**src/rtl/reg_file.sv**
```systemverilog
// Integer register file: one write port from write-back, two combinational
// read ports to decode, write-through bypass and a load pending scoreboard.
module reg_file #(
  parameter int REG_NUM = 32,
  parameter int DATA_W  = 32
) (
  input  logic              clk,
  input  logic              rst,
  input  logic              rdy,
  input  logic              we,
  input  logic [4:0]        waddr,
  input  logic [DATA_W-1:0] wdata,
  input  logic              re1,
  input  logic [4:0]        raddr1,
  output logic [DATA_W-1:0] rdata1,
  output logic              busy1,
  input  logic              re2,
  input  logic [4:0]        raddr2,
  output logic [DATA_W-1:0] rdata2,
  output logic              busy2,
  input  logic              mark,
  input  logic [4:0]        mark_addr,
  input  logic              flush
);

  logic [DATA_W-1:0]  r_regs [1:REG_NUM-1];
  logic [REG_NUM-1:1] r_pend;

  logic w_wr;
  logic w_set;

  assign w_wr  = rdy && we && (waddr != 5'd0);
  assign w_set = mark && (mark_addr != 5'd0) && !flush;

  // Architectural register array; x0 is never stored.
  always_ff @(posedge clk) begin
    if (rst) begin
      for (int i = 1; i < REG_NUM; i++)
        r_regs[i] <= '0;
    end else if (w_wr) begin
      r_regs[waddr] <= wdata;
    end
  end

  // Pending-load scoreboard: write-back clears, a newer mark wins.
  always_ff @(posedge clk) begin
    if (rst) begin
      r_pend <= '0;
    end else if (rdy) begin
      if (flush) begin
        r_pend <= '0;
      end else begin
        if (w_wr)
          r_pend[waddr] <= 1'b0;
        if (w_set)
          r_pend[mark_addr] <= 1'b1;
      end
    end
  end

  // Read port 1 with write-through bypass.
  always_comb begin
    rdata1 = '0;
    busy1  = 1'b0;
    if (rst || !re1 || raddr1 == 5'd0) begin
      rdata1 = '0;
      busy1  = 1'b0;
    end else if (we && waddr == raddr1) begin
      rdata1 = wdata;
      busy1  = 1'b0;
    end else begin
      rdata1 = r_regs[raddr1];
      busy1  = r_pend[raddr1];
    end
  end

  // Read port 2 with write-through bypass.
  always_comb begin
    rdata2 = '0;
    busy2  = 1'b0;
    if (rst || !re2 || raddr2 == 5'd0) begin
      rdata2 = '0;
      busy2  = 1'b0;
    end else if (we && waddr == raddr2) begin
      rdata2 = wdata;
      busy2  = 1'b0;
    end else begin
      rdata2 = r_regs[raddr2];
      busy2  = r_pend[raddr2];
    end
  end

endmodule

```
**config.mk**
```make
export PLATFORM = sky130hd
export DESIGN_NAME = reg_file
export DESIGN_NICKNAME = d
export VERILOG_FILES = /design/src/rtl/reg_file.sv
export SDC_FILE = /design/constraint.sdc
export NUM_CORES = 2
export LEC_CHECK = 0
export CORE_ASPECT_RATIO = 0.75
export CORE_MARGIN = 2
export CORE_UTILIZATION = 32
export DETAILED_ROUTE_END_ITERATION = 12
export GPL_TIMING_DRIVEN = 1
export SYNTH_ARGS = -nofsm -noshare
export SYNTH_HDL_FRONTEND = slang
export SYNTH_SLANG_ARGS = --single-unit
```
**constraint.sdc**
```tcl
create_clock -name clk -period 4.5 [get_ports clk]
set_clock_uncertainty 0.15 [all_clocks]
set_input_delay 0.45 -clock clk [delete_from_list [all_inputs] [get_ports clk]]
set_output_delay 0.45 -clock clk [all_outputs]
set_load 0.01 [all_outputs]
```
Word level (Yosys, flattened, before mapping)
Memory sizes are Yosys's and may differ from the RTL's.
Index checks and enable logic that the tools add are counted.
{ "classes": {"n_bitwise": 3, "eq_ne": 2, "n_lt_le_gt_ge": 6, "mux": 30, "reduce_logical": 20} }
{ "op_table": {"columns": ["operator", "count"], "rows": [
  ["31-bit two-way mux", 6],
  ["32-bit two-way mux", 5],
  ["32-bit OR reduction", 1],
  ["31-bit bitwise AND", 1],
  ["31-bit NOT", 1],
  ["31-bit OR", 1],
  ["5-bit by 6-bit less-than comparator with 1-bit output (second input constant)", 4],
  ["1-bit two-way mux", 14],
  ["1-bit binary-select mux with 5-bit select", 2],
  ["1-bit demux with 5-bit select", 2],
  ["5-bit equality test", 2],
  ["5-bit by 1-bit greater-or-equal comparator with 1-bit output (second input constant)", 2],
  ["5-bit logical NOT", 2],
  ["5-bit nonzero test", 2],
  ["1-bit logical AND", 8],
  ["5-bit two-way mux", 1],
  ["1-bit logical OR", 4],
  ["1-bit logical NOT", 3]
]} }
{ "totals": {"wordCells": 63, "out_inout_bits": 66, "ramBits": 992, "mem_count": 1, "regBits": 31} }
{ "mem_list": {"columns": ["name", "words", "width", "rd", "rd_ports_with_merged_regs", "wr", "line", "text"], "rows": [
  ["r_regs", 31, 32, 2, 0, 31, "26", "logic [DATA_W-1:0] r_regs [1:REG_NUM-1];"]
]} }

Longest topological paths before layout
{ "logic_depth": {"ltp_word": 13, "mapped_depth": 10, "depth_no_buf": 5} }

Worst setup path before layout
Ideal clock, no wire load.
{ "synth_path": {"path_kind": "input -> register", "startpoint": "input port waddr[2]", "endpoint": "memory r_regs[16][0] (enable)", "path_buffers": 2, "t_arrival_ps": 2841, "required_ps": 3922, "cell_stages": 4, "path_slack_ps": 1081, "path_cell_list": "buf_2 > or3b_2 > clkbuf_1 > o21bai_1"} }
{ "synth_lines": {"columns": ["element", "line", "text"], "rows": [
  ["start, declared", "11", "input logic [4:0] waddr,"],
  ["end, declared", "26", null]
]} }

Final worst setup path
{ "layout_path": {"startpoint": "input port raddr2[2]", "endpoint": "output port rdata2[15]"} }
{ "layout_via": {"elab_chain_len": 4, "word_cells_on_any_way": 7, "classes_between": "1 x eq/ne; 2 x mux; 3 x reduce/logical; 1 x memory"} }
{ "layout_lines": {"columns": ["element", "line", "text"], "rows": [
  ["start, declared", "18", "input logic [4:0] raddr2,"],
  ["branches (longest 3 deep; another with memory 31 x 32 bit)", null, null],
  ["32-bit two-way mux (*)", "81", "if (rst || !re2 || raddr2 == 5'd0) begin"],
  ["end, declared", "19", "output logic [DATA_W-1:0] rdata2,"]
]} }
Every way passes the cells marked *.

==> results_dict.tcl <==
set metrics [dict create \
    outcome "completed" \
    cts_root_buf "clkbuf_16" \
    grt_pass1_wl_um 290200 \
    gp_congestion 0.8736 \
    finalHoldViolCount 0 \
    cts_setup_buffers 0 \
    worstPathArrival_ns 3.81 \
    routed_wl_um 206700 \
    seq_area_um2 31370 \
    critPathMostFrequentCell "buf_4" \
    synth_cell_types 58 \
    nFillCells 16730 \
    coreArea_um2 177400 \
    numCtsBuffers 102 \
    ant_nets 0 \
    fp.dieArea_um2 181500 \
    fin_ws_ns 0.08770 \
    cts.clk_slew.worst_paths_ns 0.07 \
    yosysWarnings 0 \
    num_vias 38440 \
    r2r_start "r_pend[17]" \
    dp_hpwl_um 130300 \
    grtUsageTotal_pct 22.28 \
    fp.dieH_um 369.5 \
    drv_slew 0 \
    grt_max_degree 63 \
    die_w_um 491.3 \
    synth_top_area_share_pct 53.96 \
    syn2layout_area_growth_pct 15.68 \
    critPathLaunch "raddr2[2]" \
    hold_path_startpoint "rst" \
    multiInputGateArea_um2 24070 \
    antenna_found_initial 19 \
    ios 126 \
    power.density_nw_per_um2 357.0 \
    slew_headroom_pct 31.40 \
    syn_avg_cell_area_um2 14.31 \
    htree_levels 3 \
    synth_ff_type "edfxtp_1" \
    hold_path.class "primary input to flop" \
    finalCoreUtilization_pct 37.16 \
    reg2reg_slack_ns 3.64 \
    cellLeakagePower_nw 22.72 \
    clock_sinks 1055 \
    setup_violations 0 \
    drive_above_1_share_pct 23.12 \
    syn_inst 3981 \
    yosysTopAreaCell "edfxtp_1" \
    critical_path_class "primary input to output port" \
    crit_chain "buf_2 -> inv_1 -> nor2_4 -> buf_4 -> a22oi_1 -> buf_4 -> a21oi_1 -> a211o_1 -> clkdlybuf4s50_1" \
    wire_per_inst_um 31.60 \
    max_freq_mhz 226.6 \
    cts_tree "done" \
    hold_buffers 0 \
    period_share_pct 98.05 \
    fp-row-count 134 \
    fin_setup_tns_ns 0 \
    cp_data_required_time_ns 3.90 \
    ys_async_sr_fraction_pct 0 \
    crit_fanout 16 \
    drt_first_pass_iters 5 \
    vias_per_cell 5.875 \
    yosys-top-cells-area "edfxtp_1 54%, mux4_2 18%, and2_1 11%" \
    rsz0062_at_grt "false" \
    ir_drop_uv 259.3 \
    clk_latency_ns 0.71 \
    dr.first_iter.drc_count 5889 \
    place_ws_ns 0.1893 \
    synthesis.area_um2 56990 \
    io_buffers 125 \
    critPathCaptureType "output port" \
    grt_pass1_vias 37850 \
    overflow 0 \
    critPathMaxStageDelay_ns 0.79 \
    worst_pin_slew_ns 1.026 \
    seq_area_frac_synth_pct 55.05 \
    initial_core_util_pct 32.13 \
    drc 0 \
    drv_cap 0 \
    cts.repair.resized 0 \
    fin_nets 4130 \
    synth_edf_count 1024 \
    ys_seq_elements 1055 \
    worstSetupStartpointType "primary input" \
    cts_max_path_buffers 3 \
    slowest_stage "nor2_4" \
    period_needed_ns 4.412 \
]
==> synth_stat cells (all sizes together), types with 29 or more instances <==
| library cell | n |
|---|---|
| a22oi | 209 |
| mux2i | 228 |
| a211o | 32 |
| o21ai | 60 |
| a221oi | 35 |
| buf | 120 |
| o211ai | 32 |
| mux4 | 453 |
| clkbuf | 317 |
| a21oi | 78 |
| and2 | 966 |
| nand2 | 95 |
| edfxtp | 1024 |
| nor2 | 92 |
| nor3 | 38 |
| or2 | 29 |
| dfxtp | 31 |
==> layer usage <==
metal / GRT usage, % / part of all wire [%]
met5: 0 / 0.061
met4: 6.343 / 3.1
met3: 5.809 / 12
met2: 33.22 / 44
met1: 31.90 / 41
==> registers in the layout, indices dropped and copies added (netlist names) <==
signal  count
r_pend     31
r_regs   1024
==> critical path, delay by kind of cell <==
family / cells / cell delay [ns]
simple gates: 1 / 0.79
compound gates: 3 / 0.91
buf+inv: 5 / 1.62
==> metrics by stage <==
step           hold WS (ns)  power [mW]  instances  area [um2]
5_1_grt              0.1677       24.12       6537       65910
2_1_floorplan        0.3109       13.37       4012       57100
3_5_place_dp         0.3338       14.69       6346       62560
6_report             0.1703       23.53       6542       65920
3_3_place_gp         0.3282       14.65       6346       62560
4_1_cts              0.1244       23.52       6536       65910
==> layout by cell type, fill, tap and decap left out, drive strengths merged, types with 29 or more instances in the layout <==
cell / Yosys / layout
a21oi: 78 / 78
mux2i: 228 / 228
o21ai: 60 / 60
clkinv: 0 / 51
nand2: 95 / 95
nor2: 92 / 92
edfxtp: 1024 / 1024
a211o: 32 / 32
nor3: 38 / 38
mux4: 453 / 453
a221oi: 35 / 35
clkdlybuf4s50: 0 / 116
and2: 966 / 966
clkbuf: 317 / 124
buf: 120 / 275
a22oi: 209 / 209
or2: 29 / 29
conb: 1 / 32
o211ai: 32 / 32
dfxtp: 31 / 31
==> final timing paths <==
| kind | endpoint | cells after the start |
|---|---|---|
| min | r_pend[3] | 3 |
| max | rdata2[15] | 9 |
| max reg2reg | r_pend[17] | 2 |
| min reg2reg | r_pend[28] | 2 |
==> kinds of logic after synthesis <==
| group | Yosys count | share of synthesized area [%] |
|---|---|---|
| and+or+nand+nor | 1284 | 13.25 |
| DFF | 1055 | 55.05 |
| muxes | 685 | 21.99 |
| AOI/OAI and AO/OA | 496 | 6.117 |
| buffers and inverters | 450 | 3.441 |
| xor gates and xnor gates | 10 | 0.1537 |
| other | 1 | 0.006581 |
==> layout make-up <==
type	count	area share, %
Antenna cell	6	0.02278
Clock buffer	124	4.157
Clock inverter	66	0.9130
Inverter	13	0.07402
Multi-Input combinational cell	2507	36.51
Sequential cell	1055	47.59
Tap cell	2380	4.517
Timing Repair Buffer	391	6.222
==> power by group <==
group / total (mW) / switching (mW) / internal (mW)
combinational: 3.01 / 1.73 / 1.28
clock: 8.98 / 4.03 / 4.95
sequential: 11.5 / 0.262 / 11.3
total: 23.5 / 6.02 / 17.5
(Power assumes the default switching activity.)
